$ cat src/rtl/mc_native_port_arbiter.sv
// mc_native_port_arbiter
//   Merges NUM_PORTS native command streams into the single mc_core command
//   port. Arbitration is weighted round-robin (per-port CSR weights give a
//   port that many consecutive grants) with an age-based starvation override.
//   The merged command sits in a registered single-entry output stage.
//
// Ports
//   clk, rst          system clock, synchronous active-high reset
//   i_port_valid      per-port command valid
//   i_port_cmd        per-port payload, port k at [k*CMD_W +: CMD_W]
//   o_port_ready      per-port accept (at most one bit set, combinational)
//   o_cmd_valid       merged command valid towards the core
//   o_cmd             merged payload
//   o_cmd_port        source port index of o_cmd
//   i_cmd_ready       core accepts o_cmd
//   i_weight_cfg      per-port weights, WEIGHT_W bits each, 0 behaves as 1
//   i_age_limit_cfg   starvation threshold, 0 disables the override
//   o_starve_flag     per-port urgent status (registered)
module mc_native_port_arbiter #(
  parameter int NUM_PORTS = 4,
  parameter int CMD_W     = 40,
  parameter int WEIGHT_W  = 4,
  parameter int AGE_W     = 8
) (
  input  logic                          clk,
  input  logic                          rst,
  input  logic [NUM_PORTS-1:0]          i_port_valid,
  input  logic [NUM_PORTS*CMD_W-1:0]    i_port_cmd,
  output logic [NUM_PORTS-1:0]          o_port_ready,
  output logic                          o_cmd_valid,
  output logic [CMD_W-1:0]              o_cmd,
  output logic [$clog2(NUM_PORTS)-1:0]  o_cmd_port,
  input  logic                          i_cmd_ready,
  input  logic [NUM_PORTS*WEIGHT_W-1:0] i_weight_cfg,
  input  logic [AGE_W-1:0]              i_age_limit_cfg,
  output logic [NUM_PORTS-1:0]          o_starve_flag
);

  localparam int PW = $clog2(NUM_PORTS);

  // Saturating increment for the per-port age counters.
  function automatic logic [AGE_W-1:0] sat_inc_age(input logic [AGE_W-1:0] a);
    return (&a) ? a : a + AGE_W'(1);
  endfunction

  // Credit loaded when a port newly wins: max(weight,1)-1 further grants.
  function automatic logic [WEIGHT_W-1:0] reload_credit(input logic [WEIGHT_W-1:0] w);
    return (w == '0) ? '0 : w - WEIGHT_W'(1);
  endfunction

  // Port index offs positions after base, wrapping; offs==NUM_PORTS is base.
  function automatic logic [PW-1:0] circ_idx(input logic [PW-1:0] base, input int offs);
    return PW'((int'(base) + offs) % NUM_PORTS);
  endfunction

  // Arbitration state
  logic [PW-1:0]       ptr;
  logic [WEIGHT_W-1:0] credit;
  logic [AGE_W-1:0]    age [NUM_PORTS];

  // Output stage registers
  logic                 vld_p1;
  logic [CMD_W-1:0]     cmd_p1;
  logic [PW-1:0]        port_p1;
  logic [NUM_PORTS-1:0] starve_p1;

  // Selection signals
  logic [NUM_PORTS-1:0] urgent;
  logic                 urg_found, rr_found;
  logic [PW-1:0]        urg_sel, rr_sel, sel;
  logic                 sel_ok, sticky_pick;
  logic                 slot_free, grant;
  logic [WEIGHT_W-1:0]  weight_sel;

  // ---- Stage p0: combinational selection and handshake ----
  always_comb begin
    urgent    = '0;
    urg_found = 1'b0;
    urg_sel   = '0;
    rr_found  = 1'b0;
    rr_sel    = '0;
    for (int k = 0; k < NUM_PORTS; k++) begin
      urgent[k] = i_port_valid[k] && (i_age_limit_cfg != '0) && (age[k] >= i_age_limit_cfg);
    end
    // Both searches start at ptr+1 and visit ptr last.
    for (int i = 1; i <= NUM_PORTS; i++) begin
      if (!urg_found && urgent[circ_idx(ptr, i)]) begin
        urg_found = 1'b1;
        urg_sel   = circ_idx(ptr, i);
      end
      if (!rr_found && i_port_valid[circ_idx(ptr, i)]) begin
        rr_found = 1'b1;
        rr_sel   = circ_idx(ptr, i);
      end
    end

    sel         = '0;
    sel_ok      = 1'b0;
    sticky_pick = 1'b0;
    if (urg_found) begin
      sel    = urg_sel;
      sel_ok = 1'b1;
    end else if (i_port_valid[ptr] && (credit != '0)) begin
      sel         = ptr;
      sel_ok      = 1'b1;
      sticky_pick = 1'b1;
    end else if (rr_found) begin
      sel    = rr_sel;
      sel_ok = 1'b1;
    end

    weight_sel = i_weight_cfg[int'(sel)*WEIGHT_W +: WEIGHT_W];
    slot_free  = !vld_p1 || i_cmd_ready;
    grant      = sel_ok && slot_free && !rst;

    o_port_ready = '0;
    if (grant) o_port_ready[sel] = 1'b1;
  end

  // ---- Stage p1: output register and arbitration state update ----
  always_ff @(posedge clk) begin
    if (rst) begin
      vld_p1    <= 1'b0;
      cmd_p1    <= '0;
      port_p1   <= '0;
      starve_p1 <= '0;
      ptr       <= '0;
      credit    <= '0;
      for (int k = 0; k < NUM_PORTS; k++) age[k] <= '0;
    end else begin
      if (slot_free) begin
        vld_p1 <= grant;
        if (grant) begin
          cmd_p1  <= i_port_cmd[int'(sel)*CMD_W +: CMD_W];
          port_p1 <= sel;
        end
      end
      // Only a credit-backed sticky grant consumes credit; any other grant
      // (urgent, or round-robin landing back on ptr) re-arms from the CSR
      // weight, which is also where weight changes take effect.
      if (grant) begin
        if (sticky_pick) begin
          credit <= credit - WEIGHT_W'(1);
        end else begin
          ptr    <= sel;
          credit <= reload_credit(weight_sel);
        end
      end
      // Clear has priority over the saturating increment.
      for (int k = 0; k < NUM_PORTS; k++) begin
        if (!i_port_valid[k] || o_port_ready[k]) age[k] <= '0;
        else                                     age[k] <= sat_inc_age(age[k]);
      end
      starve_p1 <= urgent;
    end
  end

  assign o_cmd_valid   = vld_p1;
  assign o_cmd         = cmd_p1;
  assign o_cmd_port    = port_p1;
  assign o_starve_flag = starve_p1;

endmodule

$ cat config.mk
export PLATFORM = sky130hd
export DESIGN_NAME = mc_native_port_arbiter
export DESIGN_NICKNAME = d
export VERILOG_FILES = /design/src/rtl/mc_native_port_arbiter.sv
export SDC_FILE = /design/constraint.sdc
export NUM_CORES = 1
export LEC_CHECK = 0
export BUFFER_PORTS_ARGS = -buffer_cell sky130_fd_sc_hd__buf_2
export CAP_MARGIN = 20
export CORE_UTILIZATION = 26
export DETAILED_ROUTE_END_ITERATION = 10
export PLACE_DENSITY = 0.46
export SLEW_MARGIN = 20
export SYNTH_ARGS = -nofsm -noshare
export SYNTH_HDL_FRONTEND = slang
export SYNTH_SLANG_ARGS = --single-unit
$ cat constraint.sdc
create_clock -name clk -period 4.4 [get_ports clk]
set_clock_uncertainty 0.2 [all_clocks]
set_input_delay 0.66 -clock clk [delete_from_list [all_inputs] [get_ports clk]]
set_output_delay 0.66 -clock clk [all_outputs]
set_load 0.05 [all_outputs]
Yosys cells after proc, flatten, opt, wreduce, memory -nomap -nowiden:

Memory sizes are Yosys's and may differ from the RTL's.
Index checks and enable logic that the tools add are counted.
Widths: inputs -> output; s select.

* flip-flop bits (word level): 53
* RAM bits: 32
* bits of input ports: 191
* output and inout bits: 51
* logic and storage cells: 169
* memories: 1

Memories
* age: depth 4, bits a word 8, read ports 4, clocked after Yosys merged registers in 0, wr ports 4, RTL line 59 `logic [AGE_W-1:0] age [NUM_PORTS];`

* add/subtract/negate cells: 10
* $mul: 1
* magnitude comparators: 11
* shifts and indexed selects: 2
* multiplexer cells: 85
* bitwise operators: 9
* reductions and logical operators: 44

Operators with widths (number)
* $shiftx 160x9->40: 1
* $mux 8: 12
* $mux 1: 49
* $add 8x1->8 const B: 4
* $ge 8x8->1: 4
* $reduce_and 8->1: 4
* $mux 2: 11
* $bmux 1 s2: 9
* $logic_and 1x1->1: 18
* $lt 2x3->1 const B: 6
* $shiftx 16x5->4: 1
* $logic_not 1->1: 12
* $mux 4: 3
* $or 1x1->1: 8
* $reduce_bool 8->1: 1
* $sub 4x1->4 const B: 2
* $logic_or 1x1->1: 5
* $mul 2x3->5 const B: 1
* $add 2x1->2 const B: 2
* $add 2x2->2 const B: 2
* $logic_not 4->1: 1
* $reduce_and 2->1: 2
* $reduce_bool 4->1: 1
* $demux 1 s2: 1
* other kinds (2): 2

Logic depth before layout (Yosys ltp):

Gate-level depths: netlist of the first run.

* word-level depth: 27
* mapped depth: 15
* mapped depth without buffers: 12

Worst setup path after synthesis of the first run:

Ideal clock, no wire load.

* path type: input to register
* from: in i_age_limit_cfg[4]
* to: mem age[2][0], enable pin
* setup time: 0.330 ns
* arrival: 4.402 ns
* data required time: 3.870 ns
* path slack: -0.532 ns
* cell stages on the path: 13
* buffers on the path: 1
* cell sequence: inv_1 > ha_1 > a211oi_1 > o21ai_0 > a31o_2 > a22oi_1 > and3_1 > o211ai_1 > o211ai_1 > buf_2 > nor3b_1 > nand3b_1 > or2_1

RTL lines
* start: declaration: RTL line 35 `input logic [AGE_W-1:0] i_age_limit_cfg,`
* end: declaration: RTL line 59

Final worst setup path of the first run:

* from: in i_age_limit_cfg[4]
* to: out o_port_ready[1]

* longest elaborated chain between the ends: 21
* elaborated cells on any way between the ends: 45
* classes of those cells: 6 x order compare; 21 x mux; 18 x reduce/logical

RTL lines
* parallel branches: the longest is 20 deep, another holds $ge 8x8->1
* $mux 4 *: RTL line 117 `if (grant) o_port_ready[sel] = 1'b1;`
* end: declaration: RTL line 29 `output logic [NUM_PORTS-1:0] o_port_ready,`

Mark *: on every way between the ends. The select of a mux whose other input is x is not followed.

==> results.sh, run 1 <==
export IMPL_cp_arrival_ns=3.32
export IMPL_cp_data_required_time_ns=3.54
export IMPL_place_hpwl_um=14600
export IMPL_slew_viol_final=0
export IMPL_fin_nets=1154
export IMPL_final_common_cell="buf_2"
export IMPL_multi_input_area_um2=3760
export IMPL_maxCapViolations=0
export IMPL_slowest_delay_ns=0.30
export IMPL_crit_slowest_cell="o211ai_1"
export IMPL_endpoint_kind="output pin"
export IMPL_setup_viol=0
export IMPL_cts_num_sinks=85
export IMPL_tritoncts="built"
export IMPL_p_per_area_nw_per_um2=607
export IMPL_fin_crit_sh_pct=95.0
export IMPL_vias_per_cell=4.55
export IMPL_hp_start="o_cmd[8]"
export IMPL_grtUsageTotal_pct=15.7
export IMPL_root_buffer="clkbuf_16"
export IMPL_synthesis_nets=923
export IMPL_synth_ff_type="dfxtp_1"
export IMPL_ys_seq_area_share_pct=33.3
export IMPL_fin_setup_tns_ns=0
export IMPL_peakVddDrop_uv=355
export IMPL_syn_inst=695
export IMPL_crit_path_cell_trace="buf_2 -> inv_1 -> ha_1 -> a211oi_1 -> o21ai_0 -> a31oi_1 -> nand4b_1 -> nand4_1 -> and4_1 -> o211ai_1 -> buf_4 -> buf_4 -> nor2_1 -> buf_2"
export IMPL_start_kind="primary input"
export IMPL_grt_antenna_before_repair=3
export IMPL_synth_cell_types=58
export IMPL_initial_utilization_pct=26.7
export IMPL_syn_area_um2=6080
export IMPL_rsz0062_at_grt="no"
export IMPL_cts_hold_buf=0
export IMPL_hp_class="reg2reg"
export IMPL_period_minus_slack_ns=4.18
export IMPL_cts_htree_levels=3
export IMPL_grt_pass1_vias=5473
export IMPL_leakage_uw=0.00370
export IMPL_status="finished, final reports clean"
export IMPL_cts_buffers=9
export IMPL_synth_warnings=0
export IMPL_drt_iter0_drc=192
export IMPL_avgSynthCellArea_um2=8.75
export IMPL_timing_reg2reg_setup_slack_ns=0.49
export IMPL_layout_common_cells="buf_2, nor2_1, nand3_1, a21oi_1, o21ai_0"
export IMPL_grt_pass1_wl_um=29300
export IMPL_clk_pin_slew_worst_paths_ns=0.06
export IMPL_dp_slack_ns=0.0745
export IMPL_drive_gt1_share_pct=36.6
export IMPL_ioPinCount=242
export IMPL_avgRoutedWirePerCell_um=15.0
export IMPL_firstDrtPassIters=4
export IMPL_rr_startpoint="ptr[0]"
export IMPL_max_freq_mhz=239
export IMPL_finalHoldViolCount=0
export IMPL_std_cell_rows=55
export IMPL_wl_um=18700
export IMPL_grt_overflow=0
export IMPL_drc=0
export IMPL_die_y_um=155
export IMPL_insertion_delay_ns=0.34
export IMPL_seqCellArea_um2=2020
export IMPL_chipWidth_um=155
export IMPL_critPathMaxFanout=17
export IMPL_clock_path_buffers=2
export IMPL_synth_edf_count=32
export IMPL_ant_nets=0
export IMPL_yosys_register_bits=85
export IMPL_gp_congestion=0.769
export IMPL_syn_to_final_growth_pct=30.9
export IMPL_num_vias=5661
export IMPL_tightest_slew_ns=0.717
export IMPL_crit_type="in2out"
export IMPL_port_buffers=241
export IMPL_core_area_um2=22800
export IMPL_die_area_um2=24000
export IMPL_maxSlewHeadroom_pct=52.2
export IMPL_fin_ws_ns=0.220
export IMPL_fillCellCount=2444
export IMPL_async_reset_ff_share_pct=0
export IMPL_startpoint="i_age_limit_cfg[4]"
export IMPL_grt_start_max_net_pins=83
[cells by family after synthesis]
| logic type | share of synthesized area, % |
|---|---|
| XOR/XNOR | 3.46 |
| AO/OA/AOI/OAI | 14.0 |
| flip-flops | 33.3 |
| AND/OR/NAND/NOR | 18.6 |
| buffers and inverters | 5.53 |
| adder cells (fa/ha/maj) | 7.61 |
| multiplexers | 17.6 |
[flip-flops by register name, summed over array words and instances (netlist names)]
signal and cells:
age 32, credit 4, o_cmd 40, o_cmd_port 2, o_cmd_valid 1, o_starve_flag 4
ptr 2
[report_power, final]
part / switching, µW / internal, µW
Clock: 319 / 435
Combinational: 1870 / 1030
Sequential: 139 / 1040
[layer usage]
| metal | GRT usage (%) | part of all wire (%) | vias to the layer above |
|---|---|---|---|
| li1 | - | - | 2967 |
| met5 | 0 | 0.14 | - |
| met2 | 28.3 | 51 | 156 |
| met1 | 18.8 | 43 | 2520 |
| met3 | 3.29 | 4.2 | 14 |
| met4 | 4.29 | 1.1 | 4 |
[critical path, delay by kind of cell]
kind | cells | cell delay, ns
AND/OR/NAND/NOR | 4 | 0.74
buffers and inverters | 5 | 0.90
AO/OA/AOI/OAI | 4 | 0.74
adder cells (fa/ha/maj) | 1 | 0.28
[through the flow]
step / total power [µW] / util (%) / area [µm²] / instances / hold WS (ns)
3_5_place_dp: 4140 / 33.5 / 7620 / 1223 / 0.257
4_1_cts: 4920 / 34.7 / 7910 / 1238 / 0.273
5_1_grt: 5180 / 34.9 / 7960 / 1244 / 0.295
6_report: 4830 / 34.9 / 7960 / 1245 / 0.265
2_1_floorplan: 3500 / - / 6100 / 695 / 0.267
3_3_place_gp: 4140 / 33.5 / 7620 / 1223 / 0.250
[final cells by class]
| type | instances | area share, % |
|---|---|---|
| Multi-Input combinational cell | 540 | 47.2 |
| Sequential cell | 85 | 25.4 |
| Timing Repair Buffer | 263 | 17.5 |
| Tap cell | 313 | 4.92 |
| Clock buffer | 10 | 2.88 |
| Inverter | 27 | 1.27 |
| Clock inverter | 5 | 0.676 |
| Antenna cell | 2 | 0.0629 |
[final timing paths]
path,end,cells past startpoint
worst max-delay path,o_port_ready[1],14
worst min-delay path,o_cmd[8],2
worst max register to register,age[0][2],10
worst min register to register,o_cmd[8],2
[synthesized netlist by cell type (3+ instances only)]
library cell  number  area, µm²
buf_6              6       67.6
edfxtp_1          32        961
or2_2              3       18.8
nand4_1            4       25.0
o21ai_0           54        270
nor2b_1            6       37.5
inv_1             27        101
buf_1              3       11.3
nand2_1           22       82.6
o211ai_1          13       97.6
dfxtp_1           53       1060
nand3b_1           4       30.0
nor3_1             3       15.0
nor2_1            94        353
a31oi_1            3       18.8
nand3_1           62        310
a211oi_1           5       37.5
buf_2             11       55.1
xor2_1            10       87.6
clkbuf_1          21       78.8
xnor2_1           14        123
ha_1              37        463
a21oi_1           57        285
mux2i_1           49        490
nor4_1             3       18.8
or4_1              3       22.5
o22ai_1            3       18.8
nand2b_1           4       25.0
mux2_2            43        484
and2_1             4       25.0
and3_1            10       62.6
[what timing repair did]
item / in CTS / in global routing
buffers inserted: 0 / 5
endpoints found under the setup margin: 0 / 3
gates resized for setup: 0 / 2
endpoints found under the hold margin: 0 / 0
No activity file was read; power rests on OpenSTA's default activity.
==> run 2: changes to the inputs <==
==> constraint.sdc (replaced) <==
create_clock -name clk -period 4 [get_ports clk]
set_clock_uncertainty 0.2 [all_clocks]
set_input_delay 0.6 -clock clk [delete_from_list [all_inputs] [get_ports clk]]
set_output_delay 0.6 -clock clk [all_outputs]
set_load 0.05 [all_outputs]
==> run 2 against run 1 <==
Effect of this change:
- via count grew 2.5%
- first-iteration DRC count grew 36%
- largest power group unchanged
- clock-buffer cell count grew 3
- total power grew 17%
- die area is the same
- combinational power grew 21%
- largest cell class unchanged
- final cell count grew 3.1%
- non-clock buffer count grew 39
- critical path type unchanged
- worst hold slack gained 0.0025 ns
- critical path depth is the same
- setup slack lost 0.066 ns
- sequential cell count is the same
==> results.sh, run 2 (same netlist as run 1, synthesis figures left out) <==
export IMPL_status="finished, final reports clean"
export IMPL_initial_utilization_pct=26.7
export IMPL_cts_hold_buf=0
export IMPL_seqPwrFrac_pct=22.7
export IMPL_clk_pin_slew_worst_paths_ns=0.07
export IMPL_peakVddDrop_uv=333
export IMPL_finalHoldViolCount=0
export IMPL_final_common_cell="buf_2"
export IMPL_place_hpwl_um=14800
export IMPL_cp_arrival_ns=3.05
export IMPL_syn_to_final_growth_pct=37.7
export IMPL_avgRoutedWirePerCell_um=14.7
export IMPL_tightest_slew_ns=0.642
export IMPL_placed_cells=1254
export IMPL_p_sw_share_pct=47.1
export IMPL_crit_path_end="o_port_ready[3]"
export IMPL_grt_pass1_vias=5560
export IMPL_maxSlewHeadroom_pct=57.1
export IMPL_vias_per_cell=4.52
export IMPL_drc=0
export IMPL_chipWidth_um=155
export IMPL_holdWs_ns=0.267
export IMPL_cts_num_sinks=85
export IMPL_grt_start_max_net_pins=55
export IMPL_instances_no_fill=1284
export IMPL_drive_gt1_share_pct=40.4
export IMPL_crit_slowest_cell="ha_1"
export IMPL_busiest_layer="met2"
export IMPL_layout_common_cells="buf_2, nor2_1, nand3_1, a21oi_1, buf_4"
export IMPL_r2r_cells=13
export IMPL_cpMostUsedCell="o211ai_1"
export IMPL_maxCapViolations=0
export IMPL_slew_viol_final=0
export IMPL_wl_um=18800
export IMPL_rsz0062_at_grt="yes"
export IMPL_die_y_um=155
export IMPL_final_cell_area_um2=8380
export IMPL_cp_data_required_time_ns=3.20
export IMPL_postPlaceCellArea_um2=7880
export IMPL_grt_overflow=0
export IMPL_cts_htree_levels=3
export IMPL_die_area_um2=24000
export IMPL_slowest_delay_ns=0.30
export IMPL_leakage_uw=0.00391
export IMPL_rr_startpoint="age[0][1]"
export IMPL_grt_pass1_wl_um=29000
export IMPL_drt_iter0_drc=261
export IMPL_grtUsageTotal_pct=15.5
export IMPL_fin_nets=1193
export IMPL_core_area_um2=22800
export IMPL_r2r_end="age[3][0]"
export IMPL_grtUsageMet1_pct=18.5
export IMPL_std_cell_rows=55
export IMPL_max_freq_mhz=260
export IMPL_insertion_delay_ns=0.35
export IMPL_root_buffer="clkbuf_16"
export IMPL_cts_buffers=9
export IMPL_p_int_uw=2980
export IMPL_ioPinCount=242
export IMPL_setup_viol=0
export IMPL_crit_type="in2out"
export IMPL_clock_path_buffers=2
export IMPL_fin_crit_sh_pct=96.1
export IMPL_grtUsageMet3_pct=2.42
export IMPL_num_vias=5802
export IMPL_endpoint_kind="output pin"
export IMPL_power_share_combinational_pct=62.3
export IMPL_fin_setup_tns_ns=0
export IMPL_crit_path_cell_trace="buf_2 -> inv_4 -> ha_1 -> a211oi_1 -> o21ai_0 -> a31o_2 -> and3b_1 -> o211ai_1 -> and4_1 -> o211ai_1 -> buf_4 -> nor3_4 -> buf_6 -> buf_8"
export IMPL_ant_nets=0
export IMPL_tritoncts="built"
export IMPL_power_frac_clock_pct=15.0
export IMPL_port_buffers=241
export IMPL_gp_congestion=0.776
export IMPL_firstDrtPassIters=4
export IMPL_use_met2_pct=28.2
export IMPL_startpoint="i_age_limit_cfg[4]"
export IMPL_p_sw_uw=2650
export IMPL_largest_reg_flops=40
export IMPL_critPathMaxFanout=4
export IMPL_grt_antenna_before_repair=1
export IMPL_period_minus_slack_ns=3.85
export IMPL_hp_class="reg2reg"
export IMPL_start_kind="primary input"
export IMPL_timing_reg2reg_setup_slack_ns=0.34
export IMPL_p_per_area_nw_per_um2=673
[run 2: changes by cell type in the layout (fill, tap and decap cells not counted), moves of 3 or more]
cell,change
buf_2,-4
inv_1,-3
buf_4,+35
buf_6,+5
[run 2: worst min path at each step]
| stage | startpoint | end | slack (ns) | depth (start not counted) |
|---|---|---|---|---|
| after floorplan | credit[3] | credit[3] | 0.27 | 2 |
| after global placement | o_cmd[25] | o_cmd[25] | 0.25 | 2 |
| after detailed placement | o_cmd[20] | o_cmd[20] | 0.26 | 2 |
| after CTS | o_cmd[9] | o_cmd[9] | 0.27 | 2 |
| after global routing | o_cmd[15] | o_cmd[15] | 0.29 | 2 |
| final | o_cmd[15] | o_cmd[15] | 0.27 | 2 |
[run 2: worst max-delay path, delay by kind of cell]
family / cells / cell delay (ns)
AOI/OAI and AO/OA: 5 / 0.96
adders and majority gates: 1 / 0.30
buffers and inverters: 5 / 0.61
and+or+nand+nor: 3 / 0.58
[run 2: area by class of cell]
class / instances / area [µm²]
clock buffers: 13 / 273
repair buffers: 302 / 1750
well taps: 313 / 392
diodes: 1 / 2.50
flip-flops and latches: 85 / 2020
inverters: 27 / 104
clock inverters: 3 / 16.3
fillers: 2412 / 14400
multi-input cells: 540 / 3820
[run 2: through the flow]
| step | power (µW) | util [%] | worst slack, ns |
|---|---|---|---|
| floorplan | 3850 | - | -0.0389 |
| global placement | 4760 | 34.6 | -0.120 |
| detailed placement | 4760 | 34.6 | -0.130 |
| CTS | 5640 | 36.0 | 0.00847 |
| global route | 6050 | 36.8 | -0.0821 |
| finish | 5640 | 36.8 | 0.155 |
[run 2: routing by layer]
layer / vias to the layer above / part of all wire, %
met5: - / 0
met4: 0 / 1.8
met3: 19 / 4.6
met2: 168 / 51
met1: 2550 / 43
li1: 3065 / -
[run 2: power by group through the flow]
stage / clock [µW] / sequential, µW / combinational (µW)
after floorplan: 0 / 2050 / 1810
final: 846 / 1280 / 3510
after detailed placement: 0 / 1300 / 3460
after CTS: 872 / 1290 / 3480
after global placement: 0 / 1300 / 3460
after global routing: 907 / 1320 / 3830
[run 2: what timing repair did]
item / 4_1_cts / 5_1_grt
setup buffers: 2 / 11
endpoints found under the setup margin: 3 / 41
gates resized for setup: 4 / 25
endpoints found under the hold margin: 0 / 0
pin swaps: 1 / 8
